===== config.mk =====
export PLATFORM = sky130hd
export DESIGN_NAME = screen_sequencer
export DESIGN_NICKNAME = d
export VERILOG_FILES = /design/src/rtl/screen_pkg.sv /design/src/rtl/frame_switch_mux.sv /design/src/rtl/screen_sequencer.sv
export SDC_FILE = /design/constraint.sdc
export NUM_CORES = 1
export LEC_CHECK = 0
export CAP_MARGIN = 10
export CORE_ASPECT_RATIO = 0.6
export CORE_MARGIN = 2
export CORE_UTILIZATION = 37
export DETAILED_ROUTE_END_ITERATION = 6
export PLACE_DENSITY = 0.72
export SYNTH_ARGS = -nofsm -noshare
export SYNTH_HDL_FRONTEND = slang
export SYNTH_HIERARCHICAL = 1
export SYNTH_SLANG_ARGS = --single-unit

===== constraint.sdc =====
create_clock -name clk -period 5.86 [get_ports clk]
set_input_delay 1.465 -clock clk [delete_from_list [all_inputs] [get_ports clk]]
set_output_delay 1.465 -clock clk [all_outputs]
set_load 0.03 [all_outputs]

===== src/rtl/screen_pkg.sv =====
// Shared definitions for the breakout screen sequencer: screen state
// encodings, video source indices and the state-to-source mapping.
package screen_pkg;

  // Screen state encodings (4-bit, legacy-compatible values).
  localparam logic [3:0] SM = 4'b1111;  // start menu
  localparam logic [3:0] LS = 4'b0001;  // level select
  localparam logic [3:0] GO = 4'b0010;  // game over
  localparam logic [3:0] L1 = 4'b0011;
  localparam logic [3:0] L2 = 4'b0100;
  localparam logic [3:0] L3 = 4'b0101;
  localparam logic [3:0] L4 = 4'b0110;
  localparam logic [3:0] L5 = 4'b0111;
  localparam logic [3:0] L6 = 4'b1000;
  localparam logic [3:0] L7 = 4'b1001;
  localparam logic [3:0] L8 = 4'b1010;

  // Video source index; matches the packing order of src_rgb/src_hs/src_vs.
  typedef enum logic [1:0] {
    SRC_MENU = 2'd0,
    SRC_LS   = 2'd1,
    SRC_GO   = 2'd2,
    SRC_GAME = 2'd3
  } src_t;

  // True when the encoding is one of the playable levels.
  function automatic logic is_level(input logic [3:0] s);
    case (s)
      L1, L2, L3, L4, L5, L6, L7, L8: return 1'b1;
      default:                        return 1'b0;
    endcase
  endfunction

  // Which video source belongs to a screen state. Illegal encodings show
  // the menu, since they fall back to SM on the next clock anyway.
  function automatic src_t state_to_src(input logic [3:0] s);
    if (is_level(s)) return SRC_GAME;
    case (s)
      LS:      return SRC_LS;
      GO:      return SRC_GO;
      default: return SRC_MENU;
    endcase
  endfunction

endpackage


===== src/rtl/frame_switch_mux.sv =====
// Frame-aligned video source switch: holds the displayed source, detects
// the falling edge of its VS and only then adopts a new target, so the
// monitor never sees a truncated frame. The selected source is registered
// onto the VGA pins with one clock of latency.
module frame_switch_mux
  import screen_pkg::*;
(
  input  logic        clk,
  input  logic        rst,
  input  src_t        target,
  input  logic [47:0] src_rgb,
  input  logic [3:0]  src_hs,
  input  logic [3:0]  src_vs,
  output logic        vs_fall,
  output logic [3:0]  VGA_R,
  output logic [3:0]  VGA_G,
  output logic [3:0]  VGA_B,
  output logic        VGA_HS,
  output logic        VGA_VS
);

  src_t        display_sel;
  logic        vs_prev;
  logic        vs_cur;
  logic        hs_cur;
  logic [11:0] rgb_cur;

  // Pick the currently displayed source's signals.
  always_comb begin
    vs_cur  = src_vs[display_sel];
    hs_cur  = src_hs[display_sel];
    rgb_cur = src_rgb[12*display_sel +: 12];
  end

  assign vs_fall = vs_prev & ~vs_cur;

  // Track displayed VS and switch source right after its falling edge.
  // NOTE: clocked state uses non-blocking (<=) so every register samples
  // pre-edge values; blocking here would create order-dependent races.
  always_ff @(posedge clk or posedge rst) begin
    if (rst) begin
      display_sel <= SRC_MENU;
      vs_prev     <= 1'b1;
    end else begin
      vs_prev <= vs_cur;
      if (vs_fall) display_sel <= target;
    end
  end

  // Register the selected source onto the pins; idle sync level is high.
  always_ff @(posedge clk or posedge rst) begin
    if (rst) begin
      VGA_R  <= 4'h0;
      VGA_G  <= 4'h0;
      VGA_B  <= 4'h0;
      VGA_HS <= 1'b1;
      VGA_VS <= 1'b1;
    end else begin
      VGA_R  <= rgb_cur[11:8];
      VGA_G  <= rgb_cur[7:4];
      VGA_B  <= rgb_cur[3:0];
      VGA_HS <= hs_cur;
      VGA_VS <= vs_cur;
    end
  end

endmodule


===== src/rtl/screen_sequencer.sv =====
// Central screen/game controller: menu, level select, levels and game
// over, plus the game engine run/level/restart controls. Video source
// selection is delegated to frame_switch_mux.
module screen_sequencer
  import screen_pkg::*;
#(
  parameter int unsigned GRACE_CYCLES   = 1000000,
  parameter int unsigned GO_HOLD_FRAMES = 60,
  parameter int unsigned NUM_LEVELS     = 8
) (
  input  logic        clk,
  input  logic        rst,
  input  logic [3:0]  level_in,
  input  logic        other_in,
  input  logic        win,
  input  logic        lose,
  input  logic [47:0] src_rgb,
  input  logic [3:0]  src_hs,
  input  logic [3:0]  src_vs,
  output logic [3:0]  state,
  output logic        game_run,
  output logic [2:0]  game_level,
  output logic        game_restart,
  output logic [3:0]  VGA_R,
  output logic [3:0]  VGA_G,
  output logic [3:0]  VGA_B,
  output logic        VGA_HS,
  output logic        VGA_VS
);

  localparam int GRACE_W = (GRACE_CYCLES < 1)   ? 1 : $clog2(GRACE_CYCLES + 1);
  localparam int FRAME_W = (GO_HOLD_FRAMES < 1) ? 1 : $clog2(GO_HOLD_FRAMES + 1);

  logic [3:0]         state_next;
  logic [3:0]         baseline;
  logic [3:0]         lvl_idx;
  logic [GRACE_W-1:0] grace_cnt;
  logic [FRAME_W-1:0] frame_cnt;
  logic               confirm_prev;
  logic               confirm_edge;
  logic               level_ok;
  logic               entering_level;
  logic               vs_fall;
  src_t               target;

  assign confirm_edge   = other_in & ~confirm_prev;
  assign lvl_idx        = state - L1;
  assign level_ok       = (level_in != 4'd0) && (level_in <= 4'(NUM_LEVELS))
                          && (level_in != baseline);
  assign entering_level = is_level(state_next) && (state_next != state);
  assign target         = state_to_src(state);

  // Next screen state from keyboard and game engine events.
  // NOTE: state_next gets a default before the case so every path assigns
  // it; otherwise synthesis would infer a latch.
  always_comb begin
    state_next = state;
    case (state)
      SM: if (confirm_edge) state_next = LS;
      LS: if (level_ok) state_next = level_in + 4'd2;
      GO: if (confirm_edge && frame_cnt == FRAME_W'(GO_HOLD_FRAMES)) state_next = SM;
      default: begin
        if (!is_level(state)) begin
          state_next = SM;
        end else if (grace_cnt == '0) begin
          if (lose)      state_next = GO;
          else if (win)  state_next = (lvl_idx < 4'(NUM_LEVELS - 1)) ? state + 4'd1 : SM;
        end
      end
    endcase
  end

  // Screen state, engine controls and level-select baseline.
  always_ff @(posedge clk or posedge rst) begin
    if (rst) begin
      state        <= SM;
      game_run     <= 1'b0;
      game_level   <= 3'd0;
      game_restart <= 1'b0;
      baseline     <= 4'd0;
      confirm_prev <= 1'b1;  // a key held through reset is not an edge
    end else begin
      state        <= state_next;
      game_run     <= is_level(state_next);
      game_restart <= entering_level;
      confirm_prev <= other_in;
      if (entering_level) game_level <= 3'(state_next - L1);
      if (state == SM && state_next == LS) baseline <= level_in;
    end
  end

  // Grace window after level entry: win/lose are ignored until it drains.
  always_ff @(posedge clk or posedge rst) begin
    if (rst)                    grace_cnt <= '0;
    else if (entering_level)    grace_cnt <= GRACE_W'(GRACE_CYCLES);
    else if (grace_cnt != '0)   grace_cnt <= grace_cnt - 1'b1;
  end

  // Game-over hold: count displayed frames, saturating at the hold time.
  always_ff @(posedge clk or posedge rst) begin
    if (rst) begin
      frame_cnt <= '0;
    end else if (state_next == GO && state != GO) begin
      frame_cnt <= '0;
    end else if (state == GO && vs_fall && frame_cnt != FRAME_W'(GO_HOLD_FRAMES)) begin
      frame_cnt <= frame_cnt + 1'b1;
    end
  end

  frame_switch_mux u_mux (
    .clk     (clk),
    .rst     (rst),
    .target  (target),
    .src_rgb (src_rgb),
    .src_hs  (src_hs),
    .src_vs  (src_vs),
    .vs_fall (vs_fall),
    .VGA_R   (VGA_R),
    .VGA_G   (VGA_G),
    .VGA_B   (VGA_B),
    .VGA_HS  (VGA_HS),
    .VGA_VS  (VGA_VS)
  );

endmodule


==> impl_metrics.py <==
metrics = {
    "outcome": {
        "status": "complete, no violations",
    },
    "clock_tree": {
        "cts_setup_buffers": 0,
        "postCtsHoldBufs": 0,
        "cts-root-buf": "clkbuf_16",
        "insertion_delay_ns": 0.30,
        "path_clk_slew_ns": 0.07,
        "cts_inserted_buffers": 5,
        "cts_tree": "built",
        "cts_resized": 0,
        "cts.sinks": 56,
        "cts_htree_levels": 2,
        "cts_buffer_depth": 2,
    },
    "timing": {
        "rsz0062_at_grt": "no",
        "slew_headroom_pct": 31.8,
        "finalSetupViolCount": 0,
        "period_share_pct": 88.9,
        "worst_slack_ns": 0.652,
        "fin_skew_ns": 0.00740,
        "fmax_mhz": 192,
        "hold_violations": 0,
        "period_minus_slack_ns": 5.21,
        "fin_tns_setup_ns": 0,
        "drv_slew": 0,
        "worst_pin_slew_ns": 1.02,
    },
    "detailed_routing": {
        "drc": 0,
        "wl_per_cell_microns": 16.5,
        "wirelength_microns": 8690,
        "first_pass_iters": 5,
        "drt_iter0_drc": 196,
        "drtAntennaViolNets": 0,
        "routed_via_density": 5.31,
        "vias": 2791,
    },
    "setup_path": {
        "crit_start": "level_in[2]",
        "end_kind": "register",
        "criticalPathCategory": "in2reg",
        "path_max_fanout": 23,
        "slowest_stage": "a311oi_1",
        "start_kind": "input pin",
        "r2r_slack_ns": 1.26,
        "crit_chain": "clkdlybuf4s50_1 -> and3b_1 -> a311oi_1 -> o211ai_1 -> o21a_1 -> a21oi_1 -> nor2_1 -> or3_1 -> inv_1 -> ha_1 -> inv_1 -> ha_1 -> mux2i_1 -> a21oi_2 -> or3b_1",
        "reg2reg_depth": 16,
        "max_stage_delay_ns": 0.55,
        "worstReg2RegEnd": "grace_cnt[9]$_DFFE_PP0P_",
        "cp.required_ns": 6.04,
        "endpoint": "grace_cnt[9]$_DFFE_PP0P_",
        "r2r_start": "grace_cnt[0]$_DFFE_PP0P_",
        "cp.arrival_ns": 5.39,
    },
    "yosys": {
        "ys_dominant_reg_cell": "dfrtp_1",
        "ys_ff_latch": 56,
        "ys_seq_area_share_pct": 40.8,
        "synth.net_count": 407,
        "avgSynthCellArea_sq_um": 10.5,
        "synth_area_leader_cell": "dfrtp_1",
        "yosys_warnings": 6,
        "syn_area_sq_um": 3460,
        "async_reset_ff_share_pct": 100,
        "syn_inst": 328,
        "yosys-top-cells-count": "dfrtp_1, nor2_1, inv_1",
        "synth_area_leaders": "dfrtp_1, mux4_2, dfstp_2",
        "yosysUniqueCellTypes": 64,
        "synthDominantCellAreaShare_pct": 35.5,
        "synth_edf_count": 0,
        "synth_most_common_cell": "dfrtp_1",
    },
    "worst_hold_path": {
        "hp-class": "reg2reg",
        "hold_start": "game_level[2]$_DFFE_PP0P_",
        "holdPathStages": 2,
    },
    "placed_design": {
        "dpl.hpwl_microns": 6740,
        "place_worst_setup_slack_ns": 0.433,
        "dpl-instance-area_sq_um": 4400,
        "gp_congestion": 0.857,
        "io_buffers": 87,
    },
    "power": {
        "switching_power_uw": 1030,
        "pwr-share-comb_pct": 54.8,
        "internal-power_uw": 1350,
        "p_seq_share_pct": 30.2,
        "p_leak_uw": 0.00183,
        "switching_share_pct": 43.3,
        "power_frac_clock_pct": 15.0,
        "power.density_nw_per_um2": 520,
        "vdd_ir_drop_max_mv": 0.185,
    },
    "floorplan": {
        "die_w_microns": 129,
        "ios": 88,
        "die_h_microns": 78.9,
        "rows": 27,
        "dieArea_sq_um": 10200,
        "start_util_pct": 37.9,
        "coreArea_sq_um": 9120,
    },
    "layout": {
        "drive_gt1_share_pct": 12.2,
        "nNetsFinal": 488,
        "syn_to_final_growth_pct": 32.3,
        "design_area_sq_um": 4580,
        "antenna_cells": 0,
    },
    "global_routing": {
        "grt_max_degree": 41,
        "grt_pass1_wl_microns": 13700,
        "grt_overflow": 0,
        "track_usage_pct": 17.2,
        "antenna_found_initial": 0,
        "first_global_vias": 2775,
    },
    "flow_run": {
        "cap_violations": 0,
    },
}
-- how the worst min path moves through the flow --
stage,endpoint,slack [ns]
global placement,baseline[1]$_DFFE_PP0P_,0.51
finish,game_level[2]$_DFFE_PP0P_,0.53
global route,game_level[2]$_DFFE_PP0P_,0.54
CTS,game_level[2]$_DFFE_PP0P_,0.53
floorplan,frame_cnt[5]$_DFFE_PP0P_,0.50
detailed placement,game_level[2]$_DFFE_PP0P_,0.51
-- cell families (layout without fill, tap and decap cells) --
family	count (synthesis)	in the layout	share of synthesized area (%)
flops	56	56	40.8
mux	23	23	11.9
simple gates	126	126	19.8
buf+inv	36	118	4.78
compound gates	48	48	11.4
xor+xnor	25	25	6.33
fa+ha+maj	14	14	5.07
-- critical path: cells and delay by family --
| family | cells | cell delay, ns |
|---|---|---|
| AND/OR/NAND/NOR | 4 | 1.13 |
| buffers and inverters | 3 | 0.68 |
| AO/OA/AOI/OAI | 5 | 1.44 |
| adder cells (fa/ha/maj) | 2 | 0.32 |
| multiplexers | 1 | 0.34 |
-- per-layer routing --
metal	share of wire (%)	routed length [microns]	up-vias	track usage, %
li1	-	-	1335	-
met1	49	4250	1376	25.5
met2	45	3890	74	25.6
met3	5.7	495	6	3.44
met4	0.69	60	0	4.89
met5	0	0	-	0
-- per-stage QoR --
step                power (uW)  cells  utilization [%]  hold slack [ns]
finish                    2380    526             50.2            0.531
global route              2540    526             50.2            0.545
CTS                       2390    526             50.2            0.534
detailed placement        2020    518             48.2            0.514
global placement          1980    518             48.2            0.513
floorplan                 1620    328                -            0.497
-- layout by cell type (no fill, tap or decap), types with 2 or more instances in the layout --
master / count
nand3_1: 10
xnor2_1: 16
or2_2: 2
o211ai_1: 2
a211oi_1: 3
mux4_2: 13
mux2_4: 2
mux2i_1: 4
or3b_1: 3
nor3b_1: 3
clkdlybuf4s50_1: 87
and3_1: 6
clkbuf_16: 5
nor2_1: 35
or3_1: 3
o21ai_0: 7
mux2_2: 3
nand4_1: 4
a21oi_1: 9
dfrtp_1: 49
ha_1: 14
o41a_1: 3
nand2b_1: 10
a211o_1: 2
dfstp_2: 7
or3_4: 2
a21oi_2: 2
nor4_1: 2
o31a_1: 2
inv_1: 21
nor3_1: 14
xor2_1: 9
nor2b_1: 2
nand2_1: 20
nor4_2: 2
-- cell type report --
cell class	instances	area, sq um
Timing Repair Buffer	88	878
Sequential cell	56	1410
Clock buffer	6	139
Inverter	22	82.6
Multi-Input combinational cell	236	1880
Fill cell	805	4540
Clock inverter	2	38.8
Tap cell	116	145
-- power by group through the flow --
stage | clock (uW) | sequential (uW) | combinational [uW]
final | 357 | 719 | 1300
after detailed placement | 0 | 725 | 1300
after global routing | 381 | 746 | 1420
after CTS | 364 | 718 | 1310
after global placement | 0 | 717 | 1260
after floorplan | 0 | 790 | 831
-- sequential cells by signal, indices dropped and copies added, names as in the netlist --
name,flops
state,4
u_mux/VGA_VS,1
game_restart,1
grace_cnt,20
u_mux/VGA_R,4
confirm_prev,1
frame_cnt,6
u_mux/VGA_G,4
game_level,3
game_run,1
u_mux/VGA_B,4
baseline,4
u_mux/VGA_HS,1
u_mux/display_sel,2
No activity file was read; power rests on OpenSTA's default activity.
